===== config.mk =====
export PLATFORM = sky130hd
export DESIGN_NAME = hsid_sq_df_feeder
export DESIGN_NICKNAME = d
export VERILOG_FILES = /design/src/rtl/hsid_pkg.sv /design/src/rtl/hsid_skid_buf.sv /design/src/rtl/hsid_sq_df_feeder.sv
export SDC_FILE = /design/constraint.sdc
export NUM_CORES = 1
export LEC_CHECK = 0
export ABC_CLOCK_PERIOD_IN_PS = 4690
export BUFFER_PORTS_ARGS = -buffer_cell sky130_fd_sc_hd__buf_2
export CAP_MARGIN = 25
export CORE_MARGIN = 2
export CORE_UTILIZATION = 58
export DETAILED_ROUTE_END_ITERATION = 10
export MAX_ROUTING_LAYER = met4
export PLACE_DENSITY = 0.94
export SETUP_SLACK_MARGIN = 0.4
export SLEW_MARGIN = 15
export SYNTH_ARGS = -nofsm -noshare
export SYNTH_HDL_FRONTEND = slang
export SYNTH_HIERARCHICAL = 1
export SYNTH_SLANG_ARGS = --single-unit
export TNS_END_PERCENT = 1

===== constraint.sdc =====
create_clock -name clk -period 4.69 [get_ports clk]
set_input_delay 0.938 -clock clk [delete_from_list [all_inputs] [get_ports clk]]
set_output_delay 0.938 -clock clk [all_outputs]
set_load 0.1 [all_outputs]

===== src/rtl/hsid_pkg.sv =====
// Shared constants and types for the HSID spectral-distance blocks.
package hsid_pkg;

  localparam int HSID_DATA_WIDTH      = 16;
  localparam int HSID_DATA_WIDTH_ACC  = 40;
  localparam int HSID_MAX_BANDS       = 128;
  localparam int HSID_MAX_HSP_LIBRARY = 16;

  typedef enum logic [1:0] {
    ST_IDLE   = 2'd0,
    ST_STREAM = 2'd1,
    ST_DRAIN  = 2'd2,
    ST_DONE   = 2'd3
  } hsid_sq_df_feeder_state_t;

endpackage


===== src/rtl/hsid_skid_buf.sv =====
// Two-entry valid/ready buffer with pass-through when empty, so an element
// arriving into an empty buffer is presented in the same cycle. The producer
// guarantees it never pushes into a full buffer (it watches occ).
module hsid_skid_buf #(
  parameter int W = 8
) (
  input  logic         clk,
  input  logic         rst,
  input  logic         in_valid,
  input  logic [W-1:0] in_data,
  output logic [1:0]   occ,
  input  logic         out_ready,
  output logic         out_valid,
  output logic [W-1:0] out_data
);

  logic [1:0]        cnt_q, cnt_d;
  logic              rd_ptr_q, rd_ptr_d;
  logic              wr_ptr_q, wr_ptr_d;
  logic [1:0][W-1:0] mem_q, mem_d;
  logic              push, pop;

  assign occ       = cnt_q;
  assign out_valid = (cnt_q != 2'd0) || in_valid;
  assign out_data  = (cnt_q != 2'd0) ? mem_q[rd_ptr_q] : in_data;

  // Store incoming data unless it passes straight through; pop on stored transfer.
  always_comb begin
    push     = in_valid && !((cnt_q == 2'd0) && out_ready);
    pop      = (cnt_q != 2'd0) && out_ready;
    mem_d    = mem_q;
    wr_ptr_d = wr_ptr_q;
    rd_ptr_d = rd_ptr_q;
    if (push) begin
      mem_d[wr_ptr_q] = in_data;
      wr_ptr_d        = ~wr_ptr_q;
    end
    if (pop) rd_ptr_d = ~rd_ptr_q;
    cnt_d = cnt_q + {1'b0, push} - {1'b0, pop};
  end

  // Buffer state registers.
  always_ff @(posedge clk or posedge rst) begin
    if (rst) begin
      cnt_q    <= '0;
      rd_ptr_q <= 1'b0;
      wr_ptr_q <= 1'b0;
      mem_q    <= '0;
    end else begin
      cnt_q    <= cnt_d;
      rd_ptr_q <= rd_ptr_d;
      wr_ptr_q <= wr_ptr_d;
      mem_q    <= mem_d;
    end
  end

endmodule


===== src/rtl/hsid_sq_df_feeder.sv =====
// Stream source for hsid_sq_df_acc: reads one pixel spectrum and num_refs
// library spectra and emits band-aligned (a, b) pairs, one reference at a time.
// Optional build macro HSID_SQ_DF_FEEDER_PIX_CACHE_EN: pixel samples are
// cached during reference 0 and the pixel memory is not re-read afterwards.
module hsid_sq_df_feeder
  import hsid_pkg::*;
#(
  parameter int DATA_WIDTH     = HSID_DATA_WIDTH,
  parameter int DATA_WIDTH_ACC = HSID_DATA_WIDTH_ACC,
  parameter int MAX_BANDS      = HSID_MAX_BANDS,
  parameter int LIBRARY_SIZE   = HSID_MAX_HSP_LIBRARY,
  localparam int BANDS_ADDR    = $clog2(MAX_BANDS),
  localparam int REF_ADDR      = $clog2(LIBRARY_SIZE)
) (
  input  logic                      clk,
  input  logic                      rst,
  input  logic                      start,
  input  logic [BANDS_ADDR:0]       num_bands,
  input  logic [REF_ADDR:0]         num_refs,
  input  logic [DATA_WIDTH_ACC-1:0] init_acc,
  output logic                      busy,
  output logic                      done,
  output logic                      error,
  output logic                      pix_rd_en,
  output logic [BANDS_ADDR-1:0]     pix_rd_addr,
  input  logic [DATA_WIDTH-1:0]     pix_rd_data,
  output logic                      lib_rd_en,
  output logic [REF_ADDR-1:0]       lib_rd_ref,
  output logic [BANDS_ADDR-1:0]     lib_rd_band,
  input  logic [DATA_WIDTH-1:0]     lib_rd_data,
  input  logic                      out_ready,
  output logic                      out_valid,
  output logic [DATA_WIDTH-1:0]     out_a,
  output logic [DATA_WIDTH-1:0]     out_b,
  output logic                      out_last,
  output logic [REF_ADDR-1:0]       out_ref,
  output logic                      out_init_en,
  output logic [DATA_WIDTH_ACC-1:0] out_init_acc
);

  localparam int BW = BANDS_ADDR + 1;
  localparam int RW = REF_ADDR + 1;
  localparam int PW = 2 * DATA_WIDTH + 2 + REF_ADDR;
  localparam logic [BW-1:0] MAX_BANDS_W = BW'(MAX_BANDS);
  localparam logic [BW-1:0] ONE_B       = BW'(1);
  localparam logic [RW-1:0] ONE_R       = RW'(1);

  hsid_sq_df_feeder_state_t state_q, state_d;
  logic [BW-1:0]             nb_q, nb_d, band_q, band_d;
  logic [RW-1:0]             nr_q, nr_d, ref_q, ref_d;
  logic [DATA_WIDTH_ACC-1:0] init_acc_q, init_acc_d;
  logic                      err_q, err_d;
  logic                      infl_q, infl_first_q, infl_last_q;
  logic [REF_ADDR-1:0]       infl_ref_q;

  logic                  issue, band_wrap, last_ref;
  logic [1:0]            occ;
  logic                  buf_vld;
  logic [PW-1:0]         in_pl, head;
  logic [DATA_WIDTH-1:0] in_a;

  assign busy         = (state_q == ST_STREAM) || (state_q == ST_DRAIN);
  assign done         = (state_q == ST_DONE);
  assign error        = err_q;
  assign out_init_acc = init_acc_q;

  // A read may go out only if its data is guaranteed a buffer slot on return.
  assign issue     = (state_q == ST_STREAM) && ((occ + {1'b0, infl_q}) < 2'd2);
  assign band_wrap = (band_q == nb_q - ONE_B);
  assign last_ref  = (ref_q == nr_q - ONE_R);

  assign lib_rd_en   = issue;
  assign lib_rd_ref  = issue ? ref_q[REF_ADDR-1:0] : '0;
  assign lib_rd_band = issue ? band_q[BANDS_ADDR-1:0] : '0;
  assign pix_rd_addr = pix_rd_en ? band_q[BANDS_ADDR-1:0] : '0;

`ifdef HSID_SQ_DF_FEEDER_PIX_CACHE_EN
  logic [MAX_BANDS-1:0][DATA_WIDTH-1:0] cache_q, cache_d;
  logic [BANDS_ADDR-1:0]                infl_band_q;

  assign pix_rd_en = issue && (ref_q == '0);
  assign in_a      = (infl_ref_q == '0) ? pix_rd_data : cache_q[infl_band_q];

  // Capture pixel samples as they return during reference 0.
  always_comb begin
    cache_d = cache_q;
    if (infl_q && (infl_ref_q == '0)) cache_d[infl_band_q] = pix_rd_data;
  end

  // Cache storage and band tag of the in-flight read.
  always_ff @(posedge clk or posedge rst) begin
    if (rst) begin
      cache_q     <= '0;
      infl_band_q <= '0;
    end else begin
      cache_q     <= cache_d;
      infl_band_q <= band_q[BANDS_ADDR-1:0];
    end
  end
`else
  assign pix_rd_en = issue;
  assign in_a      = pix_rd_data;
`endif

  // Run control: latch bounds on start, walk (ref, band) as reads issue.
  // Empty or rejected runs pass through DRAIN so done always lands two
  // cycles after the start is sampled.
  always_comb begin
    state_d    = state_q;
    nb_d       = nb_q;
    nr_d       = nr_q;
    band_d     = band_q;
    ref_d      = ref_q;
    init_acc_d = init_acc_q;
    err_d      = err_q;
    unique case (state_q)
      ST_IDLE: begin
        if (start) begin
          nb_d       = num_bands;
          nr_d       = num_refs;
          init_acc_d = init_acc;
          band_d     = '0;
          ref_d      = '0;
          err_d      = (num_bands > MAX_BANDS_W);
          if ((num_bands == '0) || (num_refs == '0) || (num_bands > MAX_BANDS_W))
            state_d = ST_DRAIN;
          else
            state_d = ST_STREAM;
        end
      end
      ST_STREAM: begin
        if (issue) begin
          if (band_wrap) begin
            band_d = '0;
            ref_d  = ref_q + ONE_R;
            if (last_ref) state_d = ST_DRAIN;
          end else begin
            band_d = band_q + ONE_B;
          end
        end
      end
      ST_DRAIN: if (!infl_q && (occ == 2'd0)) state_d = ST_DONE;
      ST_DONE:  state_d = ST_IDLE;
      default:  state_d = ST_IDLE;
    endcase
  end

  // Control and in-flight tag registers; reset drops any outstanding read.
  always_ff @(posedge clk or posedge rst) begin
    if (rst) begin
      state_q      <= ST_IDLE;
      nb_q         <= '0;
      nr_q         <= '0;
      band_q       <= '0;
      ref_q        <= '0;
      init_acc_q   <= '0;
      err_q        <= 1'b0;
      infl_q       <= 1'b0;
      infl_first_q <= 1'b0;
      infl_last_q  <= 1'b0;
      infl_ref_q   <= '0;
    end else begin
      state_q      <= state_d;
      nb_q         <= nb_d;
      nr_q         <= nr_d;
      band_q       <= band_d;
      ref_q        <= ref_d;
      init_acc_q   <= init_acc_d;
      err_q        <= err_d;
      infl_q       <= issue;
      infl_first_q <= (band_q == '0);
      infl_last_q  <= band_wrap;
      infl_ref_q   <= ref_q[REF_ADDR-1:0];
    end
  end

  assign in_pl = {in_a, lib_rd_data, infl_first_q, infl_last_q, infl_ref_q};

  hsid_skid_buf #(.W(PW)) u_buf (
    .clk       (clk),
    .rst       (rst),
    .in_valid  (infl_q),
    .in_data   (in_pl),
    .occ       (occ),
    .out_ready (out_ready),
    .out_valid (buf_vld),
    .out_data  (head)
  );

  // Head fields are forced to zero when nothing is valid.
  assign out_valid   = buf_vld;
  assign out_ref     = buf_vld ? head[REF_ADDR-1:0] : '0;
  assign out_last    = buf_vld && head[REF_ADDR];
  assign out_init_en = buf_vld && head[REF_ADDR+1];
  assign out_b       = buf_vld ? head[REF_ADDR+2 +: DATA_WIDTH] : '0;
  assign out_a       = buf_vld ? head[REF_ADDR+2+DATA_WIDTH +: DATA_WIDTH] : '0;

endmodule


==> impl_metrics.env <==
export IMPL_run_status="complete, no violations"
export IMPL_fillCellCount=944
export IMPL_route_detailed_drc=0
export IMPL_worst_r2r_setup_slack_ns=1.82
export IMPL_cts_root_buf="sky130_fd_sc_hd__clkbuf_16"
export IMPL_initialDrtViolationCount=410
export IMPL_drv_slew=0
export IMPL_multiInputGateArea_um2=3810
export IMPL_path_clk_slew_ns=0.06
export IMPL_worst_endpoint_required_ns=3.75
export IMPL_ctsHoldBuffers=0
export IMPL_hold_viol=0
export IMPL_design_portCount=191
export IMPL_min_path_type="flop to flop"
export IMPL_final_setup_vio_count=0
export IMPL_ys_flop_type="sky130_fd_sc_hd__dfrtp_1"
export IMPL_critical_path_class="flop to primary output"
export IMPL_yosysTopAreaCellShare_pct=48.8
export IMPL_cts_setup_buffers=0
export IMPL_num_rows=42
export IMPL_cts_htree_levels=4
export IMPL_global_route_wire_length_before_repair_um=27900
export IMPL_clock_tree_skew_after_final_layout_ns=0.00483
export IMPL_worstSkewPairLatency_ns=0.42
export IMPL_synth_compound_area_share_pct=6.65
export IMPL_initial_utilization_pct=59.9
export IMPL_yosys_mux_area_fraction_pct=24.8
export IMPL_worstMarginPinSlew_ns=0.801
export IMPL_utilization_after_layout_pct=71.8
export IMPL_place_detailed_hpwl_um=11900
export IMPL_overflow=0
export IMPL_synth_area_per_cell_um2=11.8
export IMPL_die_w_um=121
export IMPL_cts_tree="yes"
export IMPL_grt_start_max_net_pins=78
export IMPL_async_reset_ff_share_pct=100
export IMPL_synthesis_instances=675
export IMPL_die_area_um2=14700
export IMPL_synth_area_leader_cell="sky130_fd_sc_hd__dfrtp_1"
export IMPL_path_max_fanout=16
export IMPL_main_combinational_cell_family_by_area_after_synthesis="multiplexers"
export IMPL_period_share_pct=82.5
export IMPL_drt_wirelength_per_cell_um=16.6
export IMPL_max_cap_viol_count=0
export IMPL_yosys_register_bits=156
export IMPL_post_synthesis_share_of_cell_area_spent_on_and_or_nand_and_nor_gates_pct=11.6
export IMPL_detailedRoute_firstPassIterationCount=4
export IMPL_start_kind="flop"
export IMPL_area_growth_pct=19.8
export IMPL_post_route_worst_setup_slack_ns=0.820
export IMPL_final_instance_count_excl_fill=1037
export IMPL_route_final_wire_length_um=17300
export IMPL_cts_inserted_buffers=17
export IMPL_adder_cell_area_share_of_the_yosys_netlist_pct=1.72
export IMPL_post_cts_resize_count=0
export IMPL_synth_xor_xnor_area_share_pct=2.52
export IMPL_unrepaired_setup_endpoints_after_global_routing="false"
export IMPL_final_layout_size_suffix_gt1_share_pct=43.4
export IMPL_gpl_final_weighted_congestion=0.916
export IMPL_core_area_um2=13300
export IMPL_cp_end_kind="primary output"
export IMPL_port_buffer_count=190
export IMPL_post_synth_main_area_contributors="sky130_fd_sc_hd__dfrtp_1, sky130_fd_sc_hd__mux2_2, sky130_fd_sc_hd__mux2_4, sky130_fd_sc_hd__mux2i_1, sky130_fd_sc_hd__and2_1"
export IMPL_clock_tree_buffer_depth=2
export IMPL_synthesis_area_um2=8000
export IMPL_finalNetCount=947
export IMPL_yosysSeqAreaShare_pct=48.8
export IMPL_synth_nets=775
export IMPL_grt_total_usage_pct=24.7
export IMPL_chipHeight_um=121
export IMPL_relSlewSlack_pct=46.3
export IMPL_tritoncts_num_sinks=156
export IMPL_dp_worst_setup_slack_ns=1.33
export IMPL_post_synth_num_cell_types=56
export IMPL_area_sequential_um2=3910
export IMPL_worstPathArrival_ns=2.93
export IMPL_finalCriticalPeriod_ns=3.87
export IMPL_dp_cells=1003
export IMPL_initial_antenna_violation_count=1
export IMPL_first_global_vias=5839
export IMPL_synth_enable_flop_cells=0
export IMPL_final_antenna_net_count=0
export IMPL_via_count=5791
export IMPL_max_clock_freq_mhz=258
export IMPL_synth_warnings=6
export IMPL_vias_per_cell=5.58
==> state kept, by name (all words and copies together), names as in the netlist <==
register / flops
state_q: 2
nr_q: 5
infl_ref_q: 4
u_buf/wr_ptr_q: 1
band_q: 8
nb_q: 8
u_buf/rd_ptr_q: 1
infl_first_q: 1
u_buf/mem_q: 76
ref_q: 5
out_init_acc: 40
error: 1
infl_q: 1
u_buf/occ: 2
infl_last_q: 1
==> metal layers <==
metal / global-route usage, % / share of wire [%] / up-vias
met5: - / 0 / -
met2: 40.5 / 50 / 196
met4: 8.05 / 1.3 / 0
li1: - / - / 2718
met1: 31.5 / 44 / 2858
met3: 4.46 / 5.1 / 19
==> path summary, 6_finish.rpt <==
check,from,depth (start not counted),endpoint
min in group asynchronous,rst,2,u_buf/mem_q[70]
max in group asynchronous,rst,3,infl_ref_q[1]
min,error,2,error
max reg2reg,u_buf/occ[0],6,ref_q[4]
max,state_q[1],6,lib_rd_band[5]
min reg2reg,error,2,error
==> cell type report <==
cell class / instances / share of cell area [%]
clock buffer: 20 / 4.66
multi-input combinational: 461 / 39.8
sequential: 156 / 40.8
inverter: 12 / 0.470
timing repair buffer: 199 / 10.7
tap: 176 / 2.30
clock inverter: 12 / 1.28
antenna: 1 / 0.0261
==> stage by stage <==
stage               cell area [µm²]  hold WS [ns]  setup TNS, ns
floorplan                      8000         0.352          -1.72
global placement               8990         0.460              0
detailed placement             8990         0.470              0
CTS                            9560         0.483              0
global route                   9580         0.513              0
finish                         9580         0.478              0
==> cells by family after synthesis <==
kind of cell	after synthesis
mux	167
fa+ha+maj	11
flops	156
buf+inv	58
xor+xnor	23
simple gates	174
compound gates	86
==> critical path, stage by stage, from the launching register on <==
cell	delay [ns]
sky130_fd_sc_hd__dfrtp_1	0.44
sky130_fd_sc_hd__inv_1	0.13
sky130_fd_sc_hd__ha_1	0.48
sky130_fd_sc_hd__inv_1	0.25
sky130_fd_sc_hd__nor3_2	0.55
sky130_fd_sc_hd__and2_1	0.23
sky130_fd_sc_hd__buf_2	0.44
==> Yosys cell counts (3+ instances only) <==
library cell,number
sky130_fd_sc_hd__clkbuf_1,21
sky130_fd_sc_hd__nor4_1,4
sky130_fd_sc_hd__o21ai_0,45
sky130_fd_sc_hd__o211ai_1,5
sky130_fd_sc_hd__nand2b_1,4
sky130_fd_sc_hd__o311a_1,3
sky130_fd_sc_hd__a21oi_1,10
sky130_fd_sc_hd__xnor2_1,15
sky130_fd_sc_hd__mux2i_1,38
sky130_fd_sc_hd__and3_1,3
sky130_fd_sc_hd__ha_1,11
sky130_fd_sc_hd__nand2_1,55
sky130_fd_sc_hd__nand3_1,15
sky130_fd_sc_hd__nor3_1,14
sky130_fd_sc_hd__xor2_1,8
sky130_fd_sc_hd__buf_4,9
sky130_fd_sc_hd__mux2_4,40
sky130_fd_sc_hd__inv_1,12
sky130_fd_sc_hd__nand4_1,3
sky130_fd_sc_hd__nor2_1,10
sky130_fd_sc_hd__mux2_2,89
sky130_fd_sc_hd__o311ai_0,3
sky130_fd_sc_hd__dfrtp_1,156
sky130_fd_sc_hd__a221o_1,3
sky130_fd_sc_hd__buf_2,9
sky130_fd_sc_hd__buf_6,6
sky130_fd_sc_hd__and2_1,46
==> layout by cell type (no fill, tap or decap), types with 3 or more instances in the layout <==
master / n
sky130_fd_sc_hd__buf_2: 190
sky130_fd_sc_hd__dfrtp_1: 155
sky130_fd_sc_hd__mux2_2: 89
sky130_fd_sc_hd__nand2_1: 54
sky130_fd_sc_hd__and2_1: 46
sky130_fd_sc_hd__o21ai_0: 45
sky130_fd_sc_hd__mux2_4: 40
sky130_fd_sc_hd__mux2i_1: 38
sky130_fd_sc_hd__clkbuf_16: 17
sky130_fd_sc_hd__nand3_1: 15
sky130_fd_sc_hd__xnor2_1: 15
sky130_fd_sc_hd__nor3_1: 13
sky130_fd_sc_hd__ha_1: 11
sky130_fd_sc_hd__inv_1: 10
sky130_fd_sc_hd__a21oi_1: 10
sky130_fd_sc_hd__nor2_1: 9
sky130_fd_sc_hd__xor2_1: 8
sky130_fd_sc_hd__buf_4: 8
sky130_fd_sc_hd__o211ai_1: 5
sky130_fd_sc_hd__clkinvlp_4: 5
sky130_fd_sc_hd__clkinv_2: 5
sky130_fd_sc_hd__nand2b_1: 4
sky130_fd_sc_hd__nor4_1: 4
sky130_fd_sc_hd__nand4_1: 3
sky130_fd_sc_hd__a221o_1: 3
sky130_fd_sc_hd__and3_1: 3
sky130_fd_sc_hd__o311a_1: 3
sky130_fd_sc_hd__o311ai_0: 3
sky130_fd_sc_hd__nor2_4: 3
Power is left out: the tool's default activity adds up to more than one toggle a clock period on the data nets, which glitch-free logic cannot reach.
